File: src/rtl/mem_bus_pkg.sv
// Shared types and constants for the MEM-stage request demultiplexer.
package mem_bus_pkg;

  typedef enum logic [1:0] {
    ST_IDLE,
    ST_RAM_WAIT,
    ST_IO_WAIT,
    ST_DONE
  } demux_state_e;

  localparam logic [31:0] IO_BASE_DEFAULT = 32'hFFFF_0000;
  localparam logic [1:0]  ALIGN_MASK      = 2'b11;
  localparam int unsigned TIMEOUT_CTR_W   = 8;

  function automatic logic is_aligned(input logic [1:0] addr_lsb);
    return (addr_lsb & ALIGN_MASK) == 2'b00;
  endfunction

endpackage

File: src/rtl/mem_req_demux_if.sv
// Pipeline request, completion and per-target handshake bundle for mem_req_demux.
interface mem_req_demux_if #(
  parameter int unsigned DATA_W = 32,
  parameter int unsigned ADDR_W = 32
) ();

  logic              req_valid;
  logic              req_write;
  logic [ADDR_W-1:0] req_addr;
  logic [DATA_W-1:0] req_wdata;
  logic              stall;
  logic [DATA_W-1:0] rdata;
  logic              rdata_valid;
  logic              err;

  logic              ram_valid;
  logic              ram_write;
  logic [ADDR_W-1:0] ram_addr;
  logic [DATA_W-1:0] ram_wdata;
  logic              ram_ready;
  logic [DATA_W-1:0] ram_rdata;

  logic              io_valid;
  logic              io_write;
  logic [ADDR_W-1:0] io_addr;
  logic [DATA_W-1:0] io_wdata;
  logic              io_ready;
  logic [DATA_W-1:0] io_rdata;

  modport master (
    input  req_valid, req_write, req_addr, req_wdata,
    output stall, rdata, rdata_valid, err,
    output ram_valid, ram_write, ram_addr, ram_wdata,
    input  ram_ready, ram_rdata,
    output io_valid, io_write, io_addr, io_wdata,
    input  io_ready, io_rdata
  );

  modport slave (
    output req_valid, req_write, req_addr, req_wdata,
    input  stall, rdata, rdata_valid, err,
    input  ram_valid, ram_write, ram_addr, ram_wdata,
    output ram_ready, ram_rdata,
    input  io_valid, io_write, io_addr, io_wdata,
    output io_ready, io_rdata
  );

endinterface

File: src/rtl/bus_timeout_ctr.sv
// Loadable down-counter with clear and enable; expired while the count sits at zero.
module bus_timeout_ctr #(
  parameter int unsigned W = 8
) (
  input  logic         clk,
  input  logic         rst_n,
  input  logic         clr,
  input  logic         load,
  input  logic [W-1:0] load_val,
  input  logic         en,
  output logic         expired
);

  logic [W-1:0] cnt_q, cnt_d;

  always_comb begin
    cnt_d = cnt_q;
    if (load) begin
      cnt_d = load_val;
    end else if (clr) begin
      cnt_d = '0;
    end else if (en && (cnt_q != '0)) begin
      cnt_d = cnt_q - W'(1);
    end
  end

  always_ff @(posedge clk or negedge rst_n) begin
    if (!rst_n) begin
      cnt_q <= '0;
    end else begin
      cnt_q <= cnt_d;
    end
  end

  assign expired = (cnt_q == '0);

endmodule

File: src/rtl/mem_req_demux.sv
// Fans the MEM-stage data request out to RAM or the I/O window and returns the
// completion with a registered result, stall, and sticky bus error.
module mem_req_demux
  import mem_bus_pkg::*;
#(
  parameter int unsigned       DATA_W  = 32,
  parameter int unsigned       ADDR_W  = 32,
  parameter logic [ADDR_W-1:0] IO_BASE = ADDR_W'(IO_BASE_DEFAULT),
  parameter int unsigned       TIMEOUT = 15
) (
  input  logic              clk,
  input  logic              rst_n,
  mem_req_demux_if.master   bus
);

  // Loaded with TIMEOUT-1 so expiry lands on the TIMEOUT-th wait cycle.
  localparam logic [TIMEOUT_CTR_W-1:0] TO_LOAD = TIMEOUT_CTR_W'(TIMEOUT - 1);

  demux_state_e      state_q, state_d;
  logic              write_q, write_d;
  logic [ADDR_W-1:0] addr_q, addr_d;
  logic [DATA_W-1:0] wdata_q, wdata_d;
  logic              ram_valid_q, ram_valid_d;
  logic              io_valid_q, io_valid_d;
  logic [DATA_W-1:0] rdata_q, rdata_d;
  logic              rdata_valid_q, rdata_valid_d;
  logic              err_q, err_d;

  logic ctr_clr, ctr_load, ctr_en, ctr_expired;

  bus_timeout_ctr #(
    .W (TIMEOUT_CTR_W)
  ) u_timeout (
    .clk      (clk),
    .rst_n    (rst_n),
    .clr      (ctr_clr),
    .load     (ctr_load),
    .load_val (TO_LOAD),
    .en       (ctr_en),
    .expired  (ctr_expired)
  );

  always_comb begin
    state_d       = state_q;
    write_d       = write_q;
    addr_d        = addr_q;
    wdata_d       = wdata_q;
    ram_valid_d   = 1'b0;
    io_valid_d    = 1'b0;
    rdata_d       = rdata_q;
    rdata_valid_d = 1'b0;
    err_d         = err_q;
    ctr_clr       = 1'b0;
    ctr_load      = 1'b0;
    ctr_en        = 1'b0;

    case (state_q)
      ST_IDLE: begin
        ctr_clr = 1'b1;
        if (bus.req_valid) begin
          write_d = bus.req_write;
          addr_d  = bus.req_addr;
          wdata_d = bus.req_wdata;
          if (!is_aligned(bus.req_addr[1:0])) begin
            state_d       = ST_DONE;
            rdata_d       = '0;
            rdata_valid_d = 1'b1;
            err_d         = 1'b1;
          end else if (bus.req_addr >= IO_BASE) begin
            state_d    = ST_IO_WAIT;
            io_valid_d = 1'b1;
            ctr_load   = 1'b1;
          end else begin
            state_d     = ST_RAM_WAIT;
            ram_valid_d = 1'b1;
            ctr_load    = 1'b1;
          end
        end
      end

      ST_RAM_WAIT: begin
        if (bus.ram_ready) begin
          state_d       = ST_DONE;
          rdata_d       = write_q ? '0 : bus.ram_rdata;
          rdata_valid_d = 1'b1;
        end else if (ctr_expired) begin
          state_d       = ST_DONE;
          rdata_d       = '0;
          rdata_valid_d = 1'b1;
          err_d         = 1'b1;
        end else begin
          ram_valid_d = 1'b1;
          ctr_en      = 1'b1;
        end
      end

      ST_IO_WAIT: begin
        if (bus.io_ready) begin
          state_d       = ST_DONE;
          rdata_d       = write_q ? '0 : bus.io_rdata;
          rdata_valid_d = 1'b1;
        end else if (ctr_expired) begin
          state_d       = ST_DONE;
          rdata_d       = '0;
          rdata_valid_d = 1'b1;
          err_d         = 1'b1;
        end else begin
          io_valid_d = 1'b1;
          ctr_en     = 1'b1;
        end
      end

      ST_DONE: begin
        state_d = ST_IDLE;
      end

      default: begin
        state_d = ST_IDLE;
      end
    endcase
  end

  always_ff @(posedge clk or negedge rst_n) begin
    if (!rst_n) begin
      state_q       <= ST_IDLE;
      write_q       <= 1'b0;
      addr_q        <= '0;
      wdata_q       <= '0;
      ram_valid_q   <= 1'b0;
      io_valid_q    <= 1'b0;
      rdata_q       <= '0;
      rdata_valid_q <= 1'b0;
      err_q         <= 1'b0;
    end else begin
      state_q       <= state_d;
      write_q       <= write_d;
      addr_q        <= addr_d;
      wdata_q       <= wdata_d;
      ram_valid_q   <= ram_valid_d;
      io_valid_q    <= io_valid_d;
      rdata_q       <= rdata_d;
      rdata_valid_q <= rdata_valid_d;
      err_q         <= err_d;
    end
  end

  assign bus.stall       = ((state_q == ST_IDLE) && bus.req_valid) ||
                           (state_q == ST_RAM_WAIT) || (state_q == ST_IO_WAIT);
  assign bus.rdata       = rdata_q;
  assign bus.rdata_valid = rdata_valid_q;
  assign bus.err         = err_q;

  assign bus.ram_valid   = ram_valid_q;
  assign bus.ram_write   = write_q;
  assign bus.ram_addr    = addr_q;
  assign bus.ram_wdata   = wdata_q;

  assign bus.io_valid    = io_valid_q;
  assign bus.io_write    = write_q;
  assign bus.io_addr     = addr_q;
  assign bus.io_wdata    = wdata_q;

endmodule
File: src/flat_wrapper.sv
// flat-port wrapper written by rule: the top's interface ports become plain ports
module mem_req_demux_flat import mem_bus_pkg::*;
#(
  parameter int unsigned       DATA_W  = 32,
  parameter int unsigned       ADDR_W  = 32,
  parameter logic [ADDR_W-1:0] IO_BASE = ADDR_W'(IO_BASE_DEFAULT),
  parameter int unsigned       TIMEOUT = 15
)
  (clk, rst_n, bus_req_valid, bus_req_write, bus_req_addr, bus_req_wdata, bus_stall, bus_rdata, bus_rdata_valid, bus_err, bus_ram_valid, bus_ram_write, bus_ram_addr, bus_ram_wdata, bus_ram_ready, bus_ram_rdata, bus_io_valid, bus_io_write, bus_io_addr, bus_io_wdata, bus_io_ready, bus_io_rdata);
  mem_req_demux_if #(.DATA_W(DATA_W), .ADDR_W(ADDR_W)) bus_i ();
  input  logic clk;
  input  logic rst_n;
  input wire logic [$bits(bus_i.req_valid)-1:0] bus_req_valid;
  input wire logic [$bits(bus_i.req_write)-1:0] bus_req_write;
  input wire logic [$bits(bus_i.req_addr)-1:0] bus_req_addr;
  input wire logic [$bits(bus_i.req_wdata)-1:0] bus_req_wdata;
  output wire logic [$bits(bus_i.stall)-1:0] bus_stall;
  output wire logic [$bits(bus_i.rdata)-1:0] bus_rdata;
  output wire logic [$bits(bus_i.rdata_valid)-1:0] bus_rdata_valid;
  output wire logic [$bits(bus_i.err)-1:0] bus_err;
  output wire logic [$bits(bus_i.ram_valid)-1:0] bus_ram_valid;
  output wire logic [$bits(bus_i.ram_write)-1:0] bus_ram_write;
  output wire logic [$bits(bus_i.ram_addr)-1:0] bus_ram_addr;
  output wire logic [$bits(bus_i.ram_wdata)-1:0] bus_ram_wdata;
  input wire logic [$bits(bus_i.ram_ready)-1:0] bus_ram_ready;
  input wire logic [$bits(bus_i.ram_rdata)-1:0] bus_ram_rdata;
  output wire logic [$bits(bus_i.io_valid)-1:0] bus_io_valid;
  output wire logic [$bits(bus_i.io_write)-1:0] bus_io_write;
  output wire logic [$bits(bus_i.io_addr)-1:0] bus_io_addr;
  output wire logic [$bits(bus_i.io_wdata)-1:0] bus_io_wdata;
  input wire logic [$bits(bus_i.io_ready)-1:0] bus_io_ready;
  input wire logic [$bits(bus_i.io_rdata)-1:0] bus_io_rdata;
  assign bus_i.req_valid = bus_req_valid;
  assign bus_i.req_write = bus_req_write;
  assign bus_i.req_addr = bus_req_addr;
  assign bus_i.req_wdata = bus_req_wdata;
  assign bus_stall = bus_i.stall;
  assign bus_rdata = bus_i.rdata;
  assign bus_rdata_valid = bus_i.rdata_valid;
  assign bus_err = bus_i.err;
  assign bus_ram_valid = bus_i.ram_valid;
  assign bus_ram_write = bus_i.ram_write;
  assign bus_ram_addr = bus_i.ram_addr;
  assign bus_ram_wdata = bus_i.ram_wdata;
  assign bus_i.ram_ready = bus_ram_ready;
  assign bus_i.ram_rdata = bus_ram_rdata;
  assign bus_io_valid = bus_i.io_valid;
  assign bus_io_write = bus_i.io_write;
  assign bus_io_addr = bus_i.io_addr;
  assign bus_io_wdata = bus_i.io_wdata;
  assign bus_i.io_ready = bus_io_ready;
  assign bus_i.io_rdata = bus_io_rdata;
  mem_req_demux #(.DATA_W(DATA_W), .ADDR_W(ADDR_W), .IO_BASE(IO_BASE), .TIMEOUT(TIMEOUT)) u_core (.clk(clk), .rst_n(rst_n), .bus(bus_i));
endmodule
File: config.mk
export PLATFORM = sky130hd
export DESIGN_NAME = mem_req_demux_flat
export DESIGN_NICKNAME = d
export VERILOG_FILES = /design/src/rtl/mem_bus_pkg.sv /design/src/rtl/mem_req_demux_if.sv /design/src/rtl/bus_timeout_ctr.sv /design/src/rtl/mem_req_demux.sv /design/src/flat_wrapper.sv
export SDC_FILE = /design/constraint.sdc
export NUM_CORES = 1
export LEC_CHECK = 0
export ABC_CLOCK_PERIOD_IN_PS = 3300
export BUFFER_PORTS_ARGS = -buffer_cell sky130_fd_sc_hd__buf_2
export CORE_AREA = 2 2 118 120
export CTS_CLUSTER_SIZE = 10
export DETAILED_ROUTE_END_ITERATION = 8
export DIE_AREA = 0 0 120 122
export PLACE_DENSITY_LB_ADDON = 0.08
export SLEW_MARGIN = 15
export SYNTH_ARGS = -nofsm -noshare
export SYNTH_HDL_FRONTEND = slang
export SYNTH_SLANG_ARGS = --single-unit
File: constraint.sdc
create_clock -name clk -period 3.3 [get_ports clk]
set_input_delay 0.495 -clock clk [delete_from_list [all_inputs] [get_ports clk]]
set_output_delay 0.495 -clock clk [all_outputs]
set_load 0.02 [all_outputs]
==> impl_metrics.env, run 1 <==
export IMPL_status="finished clean"
export IMPL_path_max_fanout=67
export IMPL_portBuffers=300
export IMPL_grt_pass1_vias=4330
export IMPL_critPathLaunch="u_core.state_q[0]"
export IMPL_antenna_left=0
export IMPL_clk_latency_ns=0.34
export IMPL_final_hold_viol_count=0
export IMPL_ys_seq_area_share_pct=53.11
export IMPL_grt_max_degree=68
export IMPL_chipHeight_um=122
export IMPL_fin_crit_ns=2.750
export IMPL_place_area_mm2=0.006436
export IMPL_synth_warnings=0
export IMPL_irDropWorstVdd_mv=0.5184
export IMPL_synth_distinct_cells=40
export IMPL_final_layout_size_suffix_gt1_share_pct=42.37
export IMPL_cts_buffers=9
export IMPL_powerDensity_mw_per_mm2=1127
export IMPL_setup_viol=0
export IMPL_whs_ns=0.2387
export IMPL_criticalPathCategory="register to primary output"
export IMPL_antenna_found_initial=0
export IMPL_mostFrequentLayoutCells="299 x buf_2, 199 x nand2_1, 111 x dfrtp_1"
export IMPL_reg2reg_depth=5
export IMPL_final_common_cell="buf_2"
export IMPL_maxCapViolCount=0
export IMPL_routed_wl_mm=14.02
export IMPL_holdCritPathClass="primary input to asynchronous set/reset pin"
export IMPL_fin_setup_tns_ns=0
export IMPL_ios=301
export IMPL_synth_top_cell_area_share_pct=53.11
export IMPL_slowest_stage="buf_4"
export IMPL_drc=0
export IMPL_path_buf_inv=3
export IMPL_worst_path_stages=6
export IMPL_postLayoutCellArea_mm2=0.006750
export IMPL_row_count=43
export IMPL_seq_area_mm2=0.002778
export IMPL_synth_cell_area_mm2=0.005230
export IMPL_grt_usage_pct=18.80
export IMPL_r2r_start="u_core.state_q[0]"
export IMPL_cts_tree="yes"
export IMPL_syn_nets=697
export IMPL_slew_viol_final=0
export IMPL_critPathCaptureType="primary output"
export IMPL_cpLargestDelayFamily="buffers and inverters"
export IMPL_endpoint="bus_stall"
export IMPL_fp_dieArea_mm2=0.01464
export IMPL_core_mm2=0.01350
export IMPL_synth_area_leaders="dfrtp_1 53%, nand2_1 14%, buf_4 9.3%, o2bb2ai_1 5.4%, a22oi_1 4.6%"
export IMPL_clk_path_buf_depth=2
export IMPL_fillers=1317
export IMPL_async_flop_share_pct=100.0
export IMPL_layout_nets=921
export IMPL_vias=4645
export IMPL_crit_arrival_ns=2.26
export IMPL_cpPeakStageDelay_ns=0.56
export IMPL_area_growth_pct=29.07
export IMPL_synth_top_area_cell="dfrtp_1"
export IMPL_reg2reg_slack_ns=1.04
export IMPL_ctsHoldBuffers=0
export IMPL_antenna_cells=0
export IMPL_drt_initial_drc_count=250
export IMPL_viasPerCell=4.808
export IMPL_max_slew_margin_rel_pct=42.38
export IMPL_grt_pass1_wl_mm=21.87
export IMPL_reg2reg_to="u_core.bus.rdata[17]"
export IMPL_syn_area_per_cell_um2=9.390
export IMPL_gr_total_overflow=0
export IMPL_clock_root_buffer="clkbuf_16"
export IMPL_cts_setup_buffers=0
export IMPL_initial_utilization_pct=38.73
export IMPL_max_freq_ghz=0.3636
export IMPL_multiInputGateArea_mm2=0.001819
export IMPL_wl_per_cell_um=14.52
export IMPL_place_hpwl_mm=10.48
export IMPL_worstPathCellList="inv_1 -> ha_1 -> nand2_2 -> buf_4 -> nand2_1 -> buf_2"
export IMPL_required_ns=2.80
export IMPL_gp_congestion=0.7575
export IMPL_critPathLaunchType="register"
export IMPL_synth_edf_count=0
export IMPL_die_w_um=120
export IMPL_ctsResizeCount=0
export IMPL_h_tree_depth=3
export IMPL_syn_inst=557
export IMPL_p_leak_nw=3.775
export IMPL_firstDrtPassIters=4
export IMPL_synth_ff_type="dfrtp_1"
export IMPL_clk_pin_slew_ns=0.07
export IMPL_cts_num_sinks=111
export IMPL_worstMarginPinSlew_ns=0.8644
export IMPL_fin_worst_skew_ns=0.01203
export IMPL_synth_seq_cells=111
export IMPL_post_route_period_util_pct=83.34
export IMPL_rsz0062_at_grt="no"
-- worst register-to-register path, delay by kind of cell (launching register included) --
family,cells,cell delay [ns]
buffers and inverters,2,0.44
AO/OA/AOI/OAI,2,0.77
adder cells (fa/ha/maj),1,0.50
flip-flops,1,0.42
-- registers in the layout, indices dropped and copies added, names as in the netlist --
signal / cells
u_core.bus.rdata_valid: 1
u_core.bus.io_addr: 32
u_core.bus.io_valid: 1
u_core.u_timeout.cnt_q: 8
u_core.bus.ram_valid: 1
u_core.state_q: 2
u_core.bus.io_write: 1
u_core.bus.err: 1
u_core.bus.rdata: 32
u_core.bus.io_wdata: 32
-- per-layer routing --
metal	wire length, um	track usage (%)
met5	0	0
met3	882	3.137
met2	6981	32.00
met4	285	7.059
met1	5874	24.09
-- kinds of logic after synthesis --
logic type | share of synthesized area [%]
simple gates | 18.47
flops | 53.11
buf+inv | 12.25
fa+ha+maj | 1.435
compound gates | 14.74
-- power by group --
group | leakage (nW) | internal [mW] | switching, mW
Sequential | 1.43 | 1.97 | 0.436
Clock | 0.148 | 0.663 | 0.478
Combinational | 2.20 | 1.33 | 2.73
Total | 3.78 | 3.96 | 3.64
-- cells in the mapped netlist (2+ instances only) --
cell type,number
nand2_1,200
o311ai_0,3
nand4_1,5
clkbuf_1,22
o21ai_0,7
a21oi_1,7
or3_4,2
buf_4,65
and2_1,3
buf_1,4
nand3_1,3
inv_1,8
o2bb2ai_1,32
nor2_1,10
dfrtp_1,111
o31ai_1,4
ha_1,6
o41ai_1,3
a22oi_1,32
o22ai_1,2
buf_2,5
nor2b_1,3
o21ai_1,2
nand2b_1,2
-- per-stage QoR --
step                      power (mW)  setup slack (ns)  cells  util, %
final                          7.607            0.5498    966    49.99
after global routing           8.150            0.3776    966    49.99
after CTS                      7.711            0.5102    966    49.99
after detailed placement       6.538            0.8972    950    47.66
after global placement         6.483            0.9649    950    47.66
after floorplan                5.508             1.233    557        -
-- worst min-delay path by stage --
stage,startpoint,end,slack [ns]
2_1_floorplan,rst_n,u_core.bus.err,0.20
3_3_place_gp,u_core.bus.err,u_core.bus.err,0.46
3_5_place_dp,u_core.bus.err,u_core.bus.err,0.46
4_1_cts,rst_n,u_core.bus.io_wdata[5],0.30
5_1_grt,rst_n,u_core.bus.io_wdata[5],0.33
6_report,rst_n,u_core.bus.io_wdata[5],0.24
-- layout make-up --
| cell class | instances | share of cell area (%) |
|---|---|---|
| Timing Repair Buffer | 309 | 23.47 |
| Sequential cell | 111 | 41.15 |
| Clock inverter | 6 | 1.260 |
| Tap cell | 180 | 3.336 |
| Clock buffer | 10 | 3.392 |
| Inverter | 8 | 0.4449 |
| Multi-Input combinational cell | 342 | 26.95 |
Note: power is estimated with default switching activity, not from simulation.
==> run 2: changes to the inputs <==
Settings changed: ABC_CLOCK_PERIOD_IN_PS 3300 to 2650, CORE_AREA 2 2 118 120 to 2 2 116 118, DIE_AREA 0 0 120 122 to 0 0 118 120.
Clock period 3.3 ns to 2.65 ns, I/O delays scaled along.
==> run 2 against run 1 <==
Compared with the run above: routed wire length is 2.1% higher; core utilization up 2.0 points; clock-buffer cell count grew 1; die area is 3.3% lower; non-clock buffer count is 2 higher; register-to-register slack got worse by 0.49 ns; via count is 0.50% higher; cell count down 0.21%; combinational power up 25%; highest routed layer unchanged.
==> impl_metrics.env, run 2 (synthesized netlist as in run 1, its figures left out) <==
export IMPL_die_w_um=118
export IMPL_setup_viol=0
export IMPL_clk_pin_slew_ns=0.07
export IMPL_fin_worst_skew_ns=0.009706
export IMPL_layout_nets=923
export IMPL_clk_path_buf_depth=2
export IMPL_place_area_mm2=0.006446
export IMPL_final_layout_size_suffix_gt1_share_pct=42.64
export IMPL_portBuffers=300
export IMPL_clk_latency_ns=0.34
export IMPL_pre_cts_ws_ns=0.5168
export IMPL_powerDensity_mw_per_mm2=1398
export IMPL_criticalPathCategory="register to primary output"
export IMPL_setup_ws_ns=0.3255
export IMPL_critPathLaunchType="register"
export IMPL_max_slew_margin_rel_pct=59.99
export IMPL_area_growth_pct=29.04
export IMPL_r2r_start="u_core.u_timeout.cnt_q[0]"
export IMPL_drt_initial_drc_count=225
export IMPL_p_leak_nw=3.773
export IMPL_grt_usage_pct=19.81
export IMPL_mostFrequentLayoutCells="299 x buf_2, 199 x nand2_1, 111 x dfrtp_1"
export IMPL_viasPerCell=4.842
export IMPL_cts_num_sinks=111
export IMPL_final_hold_viol_count=0
export IMPL_irDropWorstVdd_mv=0.5864
export IMPL_grt_pass1_vias=4481
export IMPL_clock_root_buffer="clkbuf_16"
export IMPL_final_common_cell="buf_2"
export IMPL_path_max_fanout=40
export IMPL_gr_total_overflow=0
export IMPL_vias=4668
export IMPL_drc=0
export IMPL_initial_utilization_pct=40.29
export IMPL_core_mm2=0.01298
export IMPL_wl_per_cell_um=14.85
export IMPL_firstDrtPassIters=4
export IMPL_fillers=1277
export IMPL_critPathCaptureType="primary output"
export IMPL_grt_pass1_wl_mm=22.41
export IMPL_fin_crit_ns=2.324
export IMPL_critPathLaunch="u_core.state_q[0]"
export IMPL_status="finished clean"
export IMPL_antenna_found_initial=0
export IMPL_fin_setup_tns_ns=0
export IMPL_ios=301
export IMPL_grt_max_degree=112
export IMPL_chipHeight_um=120
export IMPL_holdCritPathClass="primary input to asynchronous set/reset pin"
export IMPL_place_hpwl_mm=10.56
export IMPL_required_ns=2.25
export IMPL_postLayoutCellArea_mm2=0.006749
export IMPL_gp_congestion=0.8406
export IMPL_antenna_cells=0
export IMPL_routed_wl_mm=14.31
export IMPL_worstMarginPinSlew_ns=0.6002
export IMPL_max_freq_ghz=0.4302
export IMPL_fp_dieArea_mm2=0.01416
export IMPL_slew_viol_final=0
export IMPL_maxCapViolCount=0
export IMPL_rsz0062_at_grt="no"
export IMPL_row_count=42
export IMPL_crit_arrival_ns=1.93
export IMPL_cts_buffers=9
export IMPL_antenna_left=0
export IMPL_post_route_period_util_pct=87.72
export IMPL_h_tree_depth=3
export IMPL_cts_tree="yes"
==> run 2: cell count changes in the layout (fill, tap and decap cells not counted) <==
cell	change
bufinv_16	-1
clkbuf_8	+1
buf_4	+2
ha_1	-1
clkinv_2	-1
ha_2	+1
clkinvlp_4	+1
==> run 2: metal layers <==
metal / up-vias / global-route usage [%] / share of wire, %
met5: - / 0 / 0
met4: 0 / 6.852 / 1.6
met3: 14 / 4.515 / 6.5
met2: 204 / 33.03 / 49
met1: 2189 / 25.48 / 43
li1: 2261 / - / -
==> run 2: power by group <==
group          switching (mW)  internal [mW]  leakage (nW)
combinational            3.40           1.67          2.21
clock                   0.604          0.758         0.138
sequential              0.550           2.45          1.43
==> run 2: cell type report <==
class,count,area (um^2),share of cell area [%]
Inverter,8,30.03,0.4449
Clock inverter,5,57.56,0.8528
Tap cell,176,220.2,3.263
Timing Repair Buffer,311,1599,23.69
Sequential cell,111,2778,41.16
Multi-Input combinational cell,342,1822,26.99
Clock buffer,11,242.7,3.597
==> run 2: final timing paths <==
check | end | slack (ns) | cells past startpoint
min reg2reg | u_core.bus.err | 0.48 | 2
max | bus_stall | 0.33 | 6
max reg2reg | u_core.bus.rdata[13] | 0.55 | 7
min | u_core.bus.rdata[4] | 0.11 | 2
min in group clk | u_core.bus.io_wdata[4] | 0.24 | 3
max in group asynchronous | u_core.bus.io_wdata[25] | 2.08 | 2
==> run 2: worst max-delay path, stage by stage (launching register included) <==
cell,delay (ns)
dfrtp_1,0.42
inv_1,0.12
ha_2,0.38
nand2_2,0.11
buf_4,0.28
nand2_1,0.09
buf_2,0.18
==> run 2: repair_timing <==
item,4_1_cts,5_1_grt
resized for setup,0,1
setup endpoints to repair,0,1
hold buffers,0,0
setup buffers,0,0
==> run 2: stage by stage <==
stage                     power, mW  cells  hold WS (ns)  utilization, %
after floorplan               6.859    557        0.1019               -
after global placement        8.055    948        0.4681           49.66
after detailed placement      8.139    948        0.4681           49.66
after CTS                     9.538    964        0.1597           51.98
after global routing          10.08    964        0.1803           52.00
final                         9.435    964        0.1147           52.00
==> run 3: changes to the inputs <==
Settings changed: BUFFER_PORTS_ARGS -buffer_cell sky130_fd_sc_hd__buf_2 to unset, CORE_AREA 2 2 116 118 to 2 2 117 119, DIE_AREA 0 0 118 120 to 0 0 119 121, DONT_BUFFER_PORTS set to 1.
==> run 3 against run 2 <==
Compared with the run above: the run now ends with hold timing left; cell count down 31%; clock skew decreased by 0.0011 ns; sequential share of layout area rose by 12 points; setup slack got worse by 0.074 ns; via count is 22% lower; sequential power is 54% higher; global-route usage decreased by 2.3 points; non-clock buffer count shrank 301; routed wire length is 11% lower; largest power group is now registers.
==> impl_metrics.env, run 3 (synthesized netlist as in run 1, its figures left out) <==
export IMPL_die_w_um=119
export IMPL_final_layout_size_suffix_gt1_share_pct=7.187
export IMPL_grt_usage_pct=17.46
export IMPL_fin_setup_tns_ns=0
export IMPL_grt_pass1_wl_mm=19.57
export IMPL_dpl_cell_count=647
export IMPL_rsz0062_at_grt="no"
export IMPL_pwr_share_seq_pct=56.4
export IMPL_fin_cells=663
export IMPL_fin_crit_ns=2.399
export IMPL_critPathLaunchType="register"
export IMPL_drt_initial_drc_count=165
export IMPL_wl_per_cell_um=19.24
export IMPL_final_common_cell="nand2_1"
export IMPL_slowest_stage="ha_1"
export IMPL_p_sw_share_pct=51.78
export IMPL_grt_max_degree=112
export IMPL_maxCapViolCount=0
export IMPL_status="finished, violations left"
export IMPL_final_hold_viol_count=111
export IMPL_p_leak_nw=2.470
export IMPL_cts_setup_buffers=0
export IMPL_combPwrFrac_pct=27.6
export IMPL_fin_worst_skew_ns=0.008573
export IMPL_portBuffers=0
export IMPL_antenna_cells=0
export IMPL_vias=3622
export IMPL_clk_pin_slew_ns=0.07
export IMPL_cts_num_sinks=111
export IMPL_layout_nets=622
export IMPL_intPower_mw=3.944
export IMPL_slew_viol_final=0
export IMPL_critPathCaptureType="primary output"
export IMPL_cts_tree="yes"
export IMPL_gp_congestion=0.7885
export IMPL_worstPathCellList="inv_1 -> ha_1 -> nand2_2 -> buf_4 -> nand2_1"
export IMPL_core_mm2=0.01309
export IMPL_viasPerCell=5.463
export IMPL_chipHeight_um=121
export IMPL_crit_arrival_ns=2.00
export IMPL_firstDrtPassIters=4
export IMPL_switchingPower_mw=4.235
export IMPL_mostFrequentLayoutCells="199 x nand2_1, 111 x dfrtp_1, 32 x a22oi_1, 32 x o2bb2ai_1"
export IMPL_path_max_fanout=18
export IMPL_irDropWorstVdd_mv=0.7244
export IMPL_drc=0
export IMPL_setup_viol=0
export IMPL_initial_utilization_pct=39.97
export IMPL_cts_buffers=9
export IMPL_failed_checks="hold timing"
export IMPL_ctsResizeCount=0
export IMPL_cpLargestDelayFamily="adder cells"
export IMPL_globalRouteMet2Util_pct=31.11
export IMPL_h_tree_depth=3
export IMPL_max_freq_ghz=0.4169
export IMPL_clk_latency_ns=0.34
export IMPL_path_buf_inv=2
export IMPL_post_route_period_util_pct=90.52
export IMPL_holdCritPathClass="primary input to asynchronous set/reset pin"
export IMPL_worstMarginPinSlew_ns=0.6189
export IMPL_routed_wl_mm=12.75
export IMPL_required_ns=2.25
export IMPL_fp_dieArea_mm2=0.01440
export IMPL_clk_path_buf_depth=2
export IMPL_clockPowerShare_pct=16.0
export IMPL_grt_pass1_vias=3640
export IMPL_criticalPathCategory="register to primary output"
export IMPL_row_count=42
export IMPL_antenna_found_initial=0
export IMPL_gr_usage_met1_pct=19.94
export IMPL_top_usage_layer="met2"
export IMPL_powerDensity_mw_per_mm2=1568
export IMPL_antenna_left=0
export IMPL_gr_total_overflow=0
export IMPL_ios=301
export IMPL_clock_root_buffer="clkbuf_16"
export IMPL_max_slew_margin_rel_pct=58.30
export IMPL_whs_ns=-0.2522
export IMPL_place_hpwl_mm=8.973
export IMPL_grtUsageMet3_pct=5.733
export IMPL_area_growth_pct=-0.2871
export IMPL_cpPeakStageDelay_ns=0.53
-- run 3: layer usage --
metal | share of wire (%) | up-vias
li1 | - | 1656
met1 | 39 | 1757
met2 | 51 | 194
met3 | 8.0 | 15
met4 | 1.1 | 0
met5 | 0 | -
-- run 3: final cells by class --
type                    count  area [um^2]
clock inverters             5        40.04
flip-flops and latches    111         2778
multi-input cells         342         1819
inverters                   8        30.03
repair buffers             10        75.07
well taps                 176        220.2
clock buffers              11        252.7
fillers                  1304         7870
-- run 3: path summary, 6_finish.rpt --
check,from,cells past startpoint,endpoint,slack [ns]
hold / removal,rst_n,0,u_core.bus.rdata[5],-0.25
min in group clk,bus_req_addr[3],2,u_core.bus.io_addr[3],0.16
setup / recovery,u_core.state_q[0],5,bus_stall,0.25
setup reg to reg,u_core.state_q[0],6,u_core.u_timeout.cnt_q[3],0.54
hold reg to reg,u_core.u_timeout.cnt_q[0],2,u_core.u_timeout.cnt_q[0],0.55
max in group asynchronous,rst_n,0,u_core.u_timeout.cnt_q[6],2.69
-- run 3: per-stage QoR --
stage | util [%] | power [mW] | worst slack, ns | instance area, um^2 | hold WS, ns
floorplan | - | 6.859 | 0.6809 | 5230 | 0.1019
global placement | 37.62 | 6.893 | 0.6011 | 4922 | 0.1064
detailed placement | 37.62 | 6.954 | 0.5743 | 4922 | 0.1045
CTS | 39.85 | 8.283 | 0.2479 | 5215 | -0.2718
global route | 39.85 | 8.763 | 0.1417 | 5215 | -0.2812
finish | 39.85 | 8.179 | 0.2513 | 5215 | -0.2522
-- run 3: power by group through the flow --
stage | clock network (mW) | registers, mW | logic (mW)
6_report | 1.31 | 4.61 | 2.26
3_3_place_gp | 0 | 4.68 | 2.22
4_1_cts | 1.36 | 4.64 | 2.28
2_1_floorplan | 0 | 3.81 | 3.05
5_1_grt | 1.43 | 4.75 | 2.59
3_5_place_dp | 0 | 4.66 | 2.29
